==> config.mk <==
export PLATFORM = sky130hd
export DESIGN_NAME = branch_predict_unit
export DESIGN_NICKNAME = d
export VERILOG_FILES = /design/src/rtl/branch_predict_unit_pkg.sv /design/src/rtl/branch_predict_unit_bht_counter_table.sv /design/src/rtl/branch_predict_unit.sv
export SDC_FILE = /design/constraint.sdc
export NUM_CORES = 1
export LEC_CHECK = 0
export ABC_CLOCK_PERIOD_IN_PS = 7850
export BUFFER_PORTS_ARGS = -buffer_cell sky130_fd_sc_hd__buf_4
export CORE_MARGIN = 4
export CORE_UTILIZATION = 32
export CTS_CLUSTER_DIAMETER = 200
export DETAILED_ROUTE_END_ITERATION = 6
export GPL_TIMING_DRIVEN = 0
export PLACE_DENSITY_LB_ADDON = 0.08
export SLEW_MARGIN = 20
export SYNTH_ARGS = -nofsm -noshare
export SYNTH_HDL_FRONTEND = slang
export SYNTH_SLANG_ARGS = --single-unit
==> constraint.sdc <==
create_clock -name clk -period 7.85 [get_ports clk]
set_input_delay 0.785 -clock clk [delete_from_list [all_inputs] [get_ports clk]]
set_output_delay 0.785 -clock clk [all_outputs]
set_load 0.005 [all_outputs]
==> src/rtl/branch_predict_unit_pkg.sv <==
// Shared branch-type codes and counter helpers for the branch prediction unit.
// B_* codes match the datapath decoder encoding.
package branch_predict_unit_pkg;

    typedef enum logic [2:0] {
        B_BEQ  = 3'd0,
        B_BNE  = 3'd1,
        B_BLEZ = 3'd2,
        B_BGTZ = 3'd3,
        B_BLTZ = 3'd4,
        B_BGEZ = 3'd5,
        B_J    = 3'd6,
        B_JR   = 3'd7
    } branch_type_e;

    // Weakly-not-taken: one below the MSB-set threshold.
    function automatic int unsigned bp_ctr_reset(input int unsigned ctr_bits);
        return (32'd1 << (ctr_bits - 32'd1)) - 32'd1;
    endfunction

    function automatic int unsigned bp_weak_taken(input int unsigned ctr_bits);
        return 32'd1 << (ctr_bits - 32'd1);
    endfunction

    function automatic logic is_conditional(input logic [2:0] btype);
        return (btype != B_J) && (btype != B_JR);
    endfunction

    function automatic logic [31:0] branch_target(input logic [31:0] pc, input logic [15:0] imm);
        return pc + 32'd4 + {{14{imm[15]}}, imm, 2'b00};
    endfunction

endpackage

==> src/rtl/branch_predict_unit_bht_counter_table.sv <==
// Saturating-counter branch history table: async lookup, one synchronous
// training port, synchronous reset of every entry to weakly-not-taken.
module bht_counter_table
    import branch_predict_unit_pkg::*;
#(
    parameter int unsigned ENTRIES  = 64,
    parameter int unsigned CTR_BITS = 2,
    parameter int unsigned IDX_W    = 6
) (
    input  logic                clk,
    input  logic                rst_n,
    input  logic [IDX_W-1:0]    rd_idx,
    output logic [CTR_BITS-1:0] rd_ctr,
    input  logic                upd_en,
    input  logic [IDX_W-1:0]    upd_idx,
    input  logic                upd_taken
);

    localparam logic [CTR_BITS-1:0] CTR_INIT = CTR_BITS'(bp_ctr_reset(CTR_BITS));
    localparam logic [CTR_BITS-1:0] CTR_MAX  = {CTR_BITS{1'b1}};
    localparam logic [CTR_BITS-1:0] CTR_ZERO = {CTR_BITS{1'b0}};
    localparam logic [CTR_BITS-1:0] CTR_ONE  = CTR_BITS'(1'b1);

    logic [CTR_BITS-1:0] ctr_r [ENTRIES];
    logic [CTR_BITS-1:0] cur_s;
    logic [CTR_BITS-1:0] nxt_s;

    assign rd_ctr = ctr_r[rd_idx];

    // Saturating next value for the entry being trained.
    always_comb begin
        cur_s = ctr_r[upd_idx];
        nxt_s = cur_s;
        if (upd_taken) begin
            if (cur_s != CTR_MAX) begin
                nxt_s = cur_s + CTR_ONE;
            end else begin
                nxt_s = cur_s;
            end
        end else begin
            if (cur_s != CTR_ZERO) begin
                nxt_s = cur_s - CTR_ONE;
            end else begin
                nxt_s = cur_s;
            end
        end
    end

    // Counter storage: whole-table reset, single-entry training.
    always_ff @(posedge clk) begin
        if (!rst_n) begin
            for (int i = 0; i < int'(ENTRIES); i++) begin
                ctr_r[i] <= CTR_INIT;
            end
        end else if (upd_en) begin
            ctr_r[upd_idx] <= nxt_s;
        end
    end

endmodule

==> src/rtl/branch_predict_unit.sv <==
// ID-stage branch prediction with EX-stage resolution, redirect, table training,
// link write-back selection and branch statistics. One architectural delay slot.
module branch_predict_unit
    import branch_predict_unit_pkg::*;
#(
    parameter int unsigned BHT_ENTRIES = 64,
    parameter int unsigned CTR_BITS    = 2,
    parameter int unsigned PREDICT_EN  = 1,
    parameter int unsigned STATS_W     = 32
) (
    input  logic               clk,
    input  logic               rst_n,
    input  logic               stall,
    input  logic               id_valid,
    input  logic [31:0]        id_pc,
    input  logic [31:0]        id_instr,
    input  logic               id_branch,
    input  logic [2:0]         id_branch_type,
    input  logic               id_regdst,
    output logic               id_pred_taken,
    output logic [31:0]        id_pred_target,
    input  logic [31:0]        ex_reg_a,
    input  logic [31:0]        ex_reg_b,
    input  logic [31:0]        ex_alu_result,
    output logic [4:0]         ex_write_reg,
    output logic [31:0]        ex_result,
    output logic               redirect_valid,
    output logic [31:0]        redirect_pc,
    output logic [STATS_W-1:0] branch_count,
    output logic [STATS_W-1:0] mispredict_count
);

    localparam int unsigned IDX_W = $clog2(BHT_ENTRIES);

    logic [IDX_W-1:0]    id_idx_s;
    logic [CTR_BITS-1:0] id_ctr_s;
    logic [31:0]         id_pc4_s;
    logic                id_taken_s;
    logic [31:0]         id_target_s;
    logic                unused_id_opcode_s;

    logic                ex_valid_r;
    logic [31:0]         ex_pc_r;
    logic [20:0]         ex_instr_r;
    logic                ex_branch_r;
    logic [2:0]          ex_type_r;
    logic                ex_regdst_r;
    logic                ex_pred_r;
    logic [IDX_W-1:0]    ex_idx_r;

    logic [31:0]         ex_pc8_s;
    logic                ex_actual_s;
    logic                ex_mispredict_s;
    logic [31:0]         ex_redirect_pc_s;
    logic                ex_resolve_s;
    logic                train_en_s;
    logic [STATS_W-1:0]  branch_count_r;
    logic [STATS_W-1:0]  mispredict_count_r;

    assign id_idx_s           = id_pc[IDX_W+1:2];
    assign id_pc4_s           = id_pc + 32'd4;
    assign unused_id_opcode_s = ^id_instr[31:26];

    bht_counter_table #(
        .ENTRIES (BHT_ENTRIES),
        .CTR_BITS(CTR_BITS),
        .IDX_W   (IDX_W)
    ) u_bht (
        .clk      (clk),
        .rst_n    (rst_n),
        .rd_idx   (id_idx_s),
        .rd_ctr   (id_ctr_s),
        .upd_en   (train_en_s),
        .upd_idx  (ex_idx_r),
        .upd_taken(ex_actual_s)
    );

    // ID prediction: J always taken, JR left to EX, conditionals from counter MSB.
    always_comb begin
        id_taken_s  = 1'b0;
        id_target_s = id_pc + 32'd8;
        if (id_valid && id_branch) begin
            case (id_branch_type)
                B_J: begin
                    id_taken_s  = 1'b1;
                    id_target_s = {id_pc4_s[31:28], id_instr[25:0], 2'b00};
                end
                B_JR: begin
                    id_taken_s = 1'b0;
                end
                default: begin
                    if ((PREDICT_EN != 32'd0) && id_ctr_s[CTR_BITS-1]) begin
                        id_taken_s  = 1'b1;
                        id_target_s = branch_target(id_pc, id_instr[15:0]);
                    end else begin
                        id_taken_s = 1'b0;
                    end
                end
            endcase
        end else begin
            id_taken_s = 1'b0;
        end
    end

    assign id_pred_taken  = id_taken_s;
    assign id_pred_target = id_target_s;

    // ID/EX pipeline register; reset yields a bubble, stall holds.
    always_ff @(posedge clk) begin
        if (!rst_n) begin
            ex_valid_r  <= 1'b0;
            ex_pc_r     <= 32'd0;
            ex_instr_r  <= 21'd0;
            ex_branch_r <= 1'b0;
            ex_type_r   <= 3'd0;
            ex_regdst_r <= 1'b0;
            ex_pred_r   <= 1'b0;
            ex_idx_r    <= {IDX_W{1'b0}};
        end else if (!stall) begin
            ex_valid_r  <= id_valid;
            ex_pc_r     <= id_pc;
            ex_instr_r  <= id_instr[20:0];
            ex_branch_r <= id_branch;
            ex_type_r   <= id_branch_type;
            ex_regdst_r <= id_regdst;
            ex_pred_r   <= id_taken_s;
            ex_idx_r    <= id_idx_s;
        end
    end

    assign ex_pc8_s = ex_pc_r + 32'd8;

    // EX resolution: signed zero compares, equality compares, JR always redirects.
    always_comb begin
        ex_actual_s      = 1'b0;
        ex_mispredict_s  = 1'b0;
        ex_redirect_pc_s = ex_pc8_s;
        case (ex_type_r)
            B_BEQ:   ex_actual_s = (ex_reg_a == ex_reg_b);
            B_BNE:   ex_actual_s = (ex_reg_a != ex_reg_b);
            B_BLEZ:  ex_actual_s = ex_reg_a[31] || (ex_reg_a == 32'd0);
            B_BGTZ:  ex_actual_s = !ex_reg_a[31] && (ex_reg_a != 32'd0);
            B_BLTZ:  ex_actual_s = ex_reg_a[31];
            B_BGEZ:  ex_actual_s = !ex_reg_a[31];
            B_J:     ex_actual_s = ex_pred_r;
            B_JR:    ex_actual_s = 1'b1;
            default: ex_actual_s = 1'b0;
        endcase
        if (ex_type_r == B_JR) begin
            ex_mispredict_s  = 1'b1;
            ex_redirect_pc_s = ex_reg_a;
        end else if (ex_type_r == B_J) begin
            ex_mispredict_s = 1'b0;
        end else begin
            ex_mispredict_s  = (ex_actual_s != ex_pred_r);
            ex_redirect_pc_s = ex_actual_s ? branch_target(ex_pc_r, ex_instr_r[15:0]) : ex_pc8_s;
        end
    end

    assign ex_resolve_s   = ex_valid_r && ex_branch_r && !stall;
    assign train_en_s     = ex_resolve_s && is_conditional(ex_type_r);
    assign redirect_valid = ex_resolve_s && ex_mispredict_s;
    assign redirect_pc    = ex_redirect_pc_s;

    // Write-back select; a bubble presents zeros.
    always_comb begin
        ex_result    = 32'd0;
        ex_write_reg = 5'd0;
        if (!ex_valid_r) begin
            ex_result    = 32'd0;
            ex_write_reg = 5'd0;
        end else if (ex_branch_r) begin
            ex_result    = ex_pc8_s;
            ex_write_reg = (ex_type_r == B_JR) ? ex_instr_r[15:11] : 5'd31;
        end else begin
            ex_result    = ex_alu_result;
            ex_write_reg = ex_regdst_r ? ex_instr_r[15:11] : ex_instr_r[20:16];
        end
    end

    // Statistics counters, wrapping naturally.
    always_ff @(posedge clk) begin
        if (!rst_n) begin
            branch_count_r     <= {STATS_W{1'b0}};
            mispredict_count_r <= {STATS_W{1'b0}};
        end else begin
            if (ex_resolve_s) begin
                branch_count_r <= branch_count_r + STATS_W'(1'b1);
            end
            if (redirect_valid) begin
                mispredict_count_r <= mispredict_count_r + STATS_W'(1'b1);
            end
        end
    end

    assign branch_count     = branch_count_r;
    assign mispredict_count = mispredict_count_r;

endmodule

[Word level (Yosys, flattened, before mapping)]
Memory sizes are Yosys's and may differ from the RTL's. A register that Yosys moved wholly into a read port is not among the register bits.
Cells that the tools add are included.
Storage, ports and cells
  output and inout port bits: 167
  word-level logic and storage cells: 81
  ROM bits: 0
  memories kept: 1
  RAM bits: 128
  latch bits: 0
  bits in registers: 130
Cells by class
  muxes and demuxes: 30
  bitwise operators: 0
  add/subtract/negate cells: 10
  div/mod/pow operators: 0
  shift operators: 0
  reduce and logical (&&, ||, !) cells: 15
  multipliers: 0
  magnitude comparators: 0
  equal/unequal tests: 15
Memories
  u_bht.ctr_r: words 64, width 2, rd ports 2, clocked after Yosys merged registers in 1, wr ports 64, RTL line branch_predict_unit_bht_counter_table.sv:24  | logic [CTR_BITS-1:0] ctr_r [ENTRIES];
Operators with widths (count)
  two-way mux 32 bit: 7
  adder 32 x 1 -> 32 bit (second input constant): 2
  adder 32 x 3 -> 32 bit (second input constant): 2
  adder 32 bit: 2
  adder 32 x 4 -> 32 bit (second input constant): 2
  one-hot mux 32 bit (2 select lines): 1
  == test 32 bit: 1
  logical NOT 32 bit: 1
  inequality test 32 bit: 1
  nonzero test 32 bit: 1
  two-way mux 5 bit: 4
  == test 3 bit (second input constant): 6
  two-way mux 6 bit: 3
  two-way mux 1 bit: 9
  two-way mux 2 bit: 4
  one-hot mux 1 bit (8 select lines): 1
  logical AND 1 bit: 7
  == test 3 x 2 -> 1 bit (second input constant): 2
  inequality test 3 bit (second input constant): 2
  == test 3 x 1 -> 1 bit (second input constant): 1
  logical NOT 3 bit: 1
  adder 2 x 1 -> 2 bit (second input constant): 1
  logical NOT 1 bit: 2
  inequality test 2 bit (second input constant): 1
  6 further kinds: 6

[Logic depth before layout (Yosys ltp)]
  depth after elaboration: 8
  gate-level depth with buffers: 20
  gate-level depth less buffers: 18

[Hierarchy]
From an unflattened synthesis, not the netlist that was laid out.
Second synthesis, totals
  cells, all modules: 2282
  area, all modules: 19900.3 sq um
Modules (own cells, without submodules)
  branch_predict_unit: seq. area each 2482.4 sq um, area an instance 12326.8 sq um, cells each 1634, times used 1
  bht_counter_table: seq. area each 3843.7 sq um, area an instance 7573.5 sq um, cells each 648, times used 1

[Worst setup path after synthesis]
No wires, ideal clock.
  path kind: input to output
  start point: input port id_pc[6]
  end point: output port id_pred_target[31]
  data required time: 7.065 ns
  stages on the path: 19
  path buffers: 3
  arrival: 4.449 ns
  path slack: 2.616 ns
  cells stage by stage: clkbuf_1 -> nand3_1 -> nor3_1 -> and3_1 -> clkbuf_1 -> and2_1 -> clkbuf_1 -> xor2_1 -> ha_1 -> or3_1 -> a211oi_1 -> nor3_1 -> o41ai_1 -> a21oi_1 -> o31ai_1 -> o21ai_0 -> xnor2_1 -> a21oi_1 -> xnor2_1
Between the ends
  cells in the longest elaborated chain, start to end: 5
  elaborated cells between the ends (all ways): 7
RTL lines
  from (decl): RTL line branch_predict_unit.sv:15  | input logic [31:0] id_pc,
  adder 32 x 3 -> 32 bit: RTL line branch_predict_unit_pkg.sv:30, branch_predict_unit.sv:61
  adder 32 bit: RTL line branch_predict_unit_pkg.sv:30  | return pc + 32'd4 + {{14{imm[15]}}, imm, 2'b00};
  two-way mux 32 bit: RTL line branch_predict_unit.sv:92  | if ((PREDICT_EN != 32'd0) && id_ctr_s[CTR_BITS-1]) begin
  one-hot mux 32 bit (2 select lines): RTL line branch_predict_unit.sv:83  | case (id_branch_type)
  two-way mux 32 bit *: RTL line branch_predict_unit.sv:82  | if (id_valid && id_branch) begin
  to (decl): RTL line branch_predict_unit.sv:21  | output logic [31:0] id_pred_target,
Every way passes the cells marked *; elsewhere a longest branch is shown, timed or not.

[Worst setup path after layout]
  start point: input port id_pc[5]
  end point: output port id_pred_target[31]
Same word-level chain as after synthesis.

==> metrics.md <==
| Metric | Value |
|---|---|
| Hold Violations, Final | `0` |
| Worst Max-Slew Pin Slew | `1.01 ns` |
| Hold path start | `id_regdst` |
| Fraction of layout cells with a size suffix above 1 | `18.4%` |
| Status | `complete, no violations` |
| Worst path depth | `22` |
| Antenna violations before repair | `4` |
| Most common cell after layout, fill and taps aside | `buf_4` |
| Mux cell area share after synthesis | `12.3%` |
| Skew-Pair Late Insertion Delay | `0.60 ns` |
| Critical path class | `in2out` |
| CP Launch Point | `id_pc[5]` |
| Grt met1 use | `28.4%` |
| Number of synthesized flops with an enable pin | `128` |
| Residual DRC count | `0` |
| Flop-to-flop setup slack | `3.92 ns` |
| Nature of the critical path endpoint | `primary output` |
| GR Layer Usage met2 | `41.8%` |
| Post-CTS Setup Inserts | `0` |
| Die H | `254 um` |
| Mapped cell area | `0.0193 mm^2` |
| Via density | `5.31` |
| Synth area leader | `edfxtp_1` |
| Max clock buf depth | `3` |
| WP data required | `7.07 ns` |
| Cell family with most CP delay | `simple AND/OR/NAND/NOR gates` |
| CTS clk-pin slew, worst paths | `0.05 ns` |
| Compound-Gate Fraction of Synth Area | `10.8%` |
| Detailed Route WL | `75.7 mm` |
| Via count | `17400` |
| H-tree lvl count | `1` |
| GR peak layer | `met2` |
| Gr usage total | `22.5%` |
| Aggregate global routing overflow | `0` |
| Setup TNS | `0 ns` |
| Cts bufs inserted | `31` |
| Switching power | `0.00115 W` |
| Worst hold path type | `in2reg` |
| Final GP Congestion | `0.896` |
| Width of the die | `254 um` |
| Largest family of logic cells by synthesized area | `simple AND/OR/NAND/NOR gates` |
| Tmin final | `6.60 ns` |
| Peak supply drop | `0.000176 V` |
| Full die area | `0.0643 mm^2` |
| Cts hold-fix bufs | `0` |
| Clock Tree Root | `clkbuf_16` |
| Placeable Area | `0.0594 mm^2` |
| Post-Synth XOR/XNOR Area | `9.67%` |
| Simple-gate portion of the synthesized area | `22.9%` |
| P_leak | `9.70 nW` |
| Tcrit/Tclk final | `84.1%` |
| Io pins | `336` |
| Final Max Slew Viols | `0` |
| Area share of fa/ha/maj cells after synthesis | `6.67%` |
| Crit path cell chain | `buf_4 > buf_2 > nand3_1 > nor3_1 > and3_1 > clkbuf_1 > and2_1 > clkbuf_1 > nand4_1 > xnor2_1 > ha_1 > and3_1 > nand3_1 > nor3_1 > o41ai_1 > a21oi_1 > o31ai_1 > o21ai_0 > xnor2_1 > a21oi_1 > xnor2_1 > buf_4` |
| Layout fillers | `6067` |
| Largest net degree at the start of global routing | `21` |
| Sw frac | `30.4%` |
| Clk_skew | `0.0255 ns` |
| Sinks on the clock net | `258` |
| First-pass DRT Iterations | `5` |
| Comb pwr share | `23.9%` |
| Reg2Reg Depth | `9` |
| Worst EP arrival | `5.82 ns` |
| Top cell type's share of synthesized area | `19.9%` |
| M3 GR Usage | `2.76%` |
| Fin cells | `3277` |
| Most common cell on crit path | `xnor2_1` |
| WL per Instance | `23.1 um` |
| Max transition margin | `32.9%` |
| Flop pwr share | `39.0%` |
| Crit-path max cell delay | `0.50 ns` |
| First-pass GRT wire length | `111 mm` |
| Post-route ant nets | `0` |
| Iteration-0 DRC Markers | `1346` |
| Highest-delay cell along the critical path | `o31ai_1` |
| Dpl cells | `3219` |
| Synth Register Bits | `258` |
| Port buffer count | `311` |
| Critical R2R Capture | `u_bht.ctr_r[17][1]` |
| Commonest register cell after synthesis | `dfxtp_1` |
| Final #Nets | `2748` |
| Commonest non-fill, non-tap cells in the layout | `buf_4, nand2_1, nor2_1` |
| FMAX | `151 MHz` |
| Syn Inst Count | `2135` |
| Area Growth Syn to Fin | `22.2%` |
| Internal | `0.00264 W` |
| # rows | `89` |
| Worst Setup EP | `id_pred_target[31]` |
| Register area share after synthesis | `33.4%` |
| YS warnings | `0` |
| Initial core utilization | `32.5%` |
| # setup viols final | `0` |
| Vias in the first global route | `17600` |
| CTS tree | `yes` |
| Max FO, Critical Path | `10` |
| Nets in the synthesized netlist | `2404` |
| Post-layout util | `39.7%` |
| Synth Area per Inst | `9.03 um^2` |
| Buffer and inverter count on the worst path | `5` |
| Power Dens Cells | `161 mW/mm^2` |
| Clock power share | `37.1%` |
| Area contributors post-synth | `edfxtp_1, dfxtp_1, ha_1` |
| Distinct cells, synth | `74` |
| Max-Cap Viols | `0` |
| HPWL after DPL | `59.8 mm` |
| Post-synth ARST share | `0%` |
| CTS resizes | `0` |
| Critical Path Start Type | `input port` |
| Unrepaired setup endpoints after global routing | `false` |
[final cells by class]
| class | count | area [um^2] | area share (%) |
|---|---|---|---|
| flip-flops and latches | 258 | 6450 | 27.3 |
| clock buffers | 39 | 830 | 3.52 |
| diodes | 1 | 2.50 | 0.0106 |
| well taps | 773 | 967 | 4.10 |
| repair buffers | 311 | 2330 | 9.90 |
| inverters | 35 | 131 | 0.557 |
| clock inverters | 18 | 156 | 0.663 |
| plain buffers | 151 | 687 | 2.91 |
| multi-input cells | 1691 | 12000 | 51.0 |
[layer usage]
layer  routed length (um)  up-vias  part of all wire (%)
met2                39000      491                    52
met5                   13        -                 0.017
met4                 1160        2                   1.5
met1                31800     8493                    42
met3                 3750       72                   4.9
li1                     -     8351                     -
[tightest hold or removal path, cell delays in order]
cell	delay, ns
buf_4	0.08
mux2i_1	0.05
nor2b_1	0.09
[worst min-delay path by stage]
stage	cells after the start	end	slack [ns]
finish	3	ex_regdst_r	0.47
global route	3	ex_regdst_r	0.47
CTS	3	ex_regdst_r	0.44
detailed placement	2	branch_count[31]	0.50
global placement	2	branch_count[31]	0.49
floorplan	2	branch_count[31]	0.48
[per-stage QoR]
step	worst slack (ns)	cell area [um^2]	total power, W	hold WS [ns]
2_1_floorplan	2.62	19300	0.00202	0.480
3_3_place_gp	1.31	22600	0.00240	0.486
3_5_place_dp	1.33	22600	0.00241	0.500
4_1_cts	1.30	23600	0.00382	0.445
5_1_grt	0.872	23600	0.00395	0.472
6_report	1.25	23600	0.00379	0.473
[synth_stat cells, types with 6 or more instances]
cell,instances
buf_1,14
nand4_1,31
buf_2,14
a211oi_1,8
and2_1,67
nor3b_1,9
nand2_1,270
mux4_1,6
and4_1,10
inv_1,35
dfxtp_1,130
a31oi_1,7
o21bai_1,8
clkbuf_1,109
ha_1,98
nor2_1,177
a21boi_0,9
a21o_1,21
o21ai_0,68
nand3_1,127
edfxtp_1,128
o22ai_1,6
nor3_1,36
mux2i_1,92
nor4_1,29
a22oi_1,15
nor2b_1,76
xor2_1,109
or2_2,10
o21a_1,17
and3_1,25
mux4_2,54
o211ai_1,8
a21oi_1,74
nand2b_1,10
or3_1,15
mux2_2,7
xnor2_1,104
buf_6,10
o211a_1,24
o311a_1,7
[flip-flops by register name (all words and copies together) (netlist names), named ones only]
| name | flops |
|---|---|
| u_bht.ctr_r | 128 |
| branch_count | 32 |
| ex_pc_r | 32 |
| mispredict_count | 32 |
| ex_instr_r | 21 |
| ex_type_r | 3 |
| ex_branch_r | 1 |
| ex_pred_r | 1 |
| ex_regdst_r | 1 |
| ex_valid_r | 1 |
[power groups by stage]
| stage | Clock [W] | Combinational [W] | Sequential, W |
|---|---|---|---|
| 6_report | 0.00141 | 0.000904 | 0.00148 |
| 2_1_floorplan | 0 | 0.000528 | 0.00149 |
| 3_5_place_dp | 0 | 0.000900 | 0.00151 |
| 4_1_cts | 0.00144 | 0.000905 | 0.00148 |
| 5_1_grt | 0.00149 | 0.000973 | 0.00148 |
| 3_3_place_gp | 0 | 0.000896 | 0.00151 |
[kinds of logic after synthesis]
logic type      after synthesis
simple gates                906
compound gates              311
flops                       258
xor+xnor                    213
buf+inv                     186
mux                         159
fa+ha+maj                   102
No activity file was read; power rests on OpenSTA's default activity.
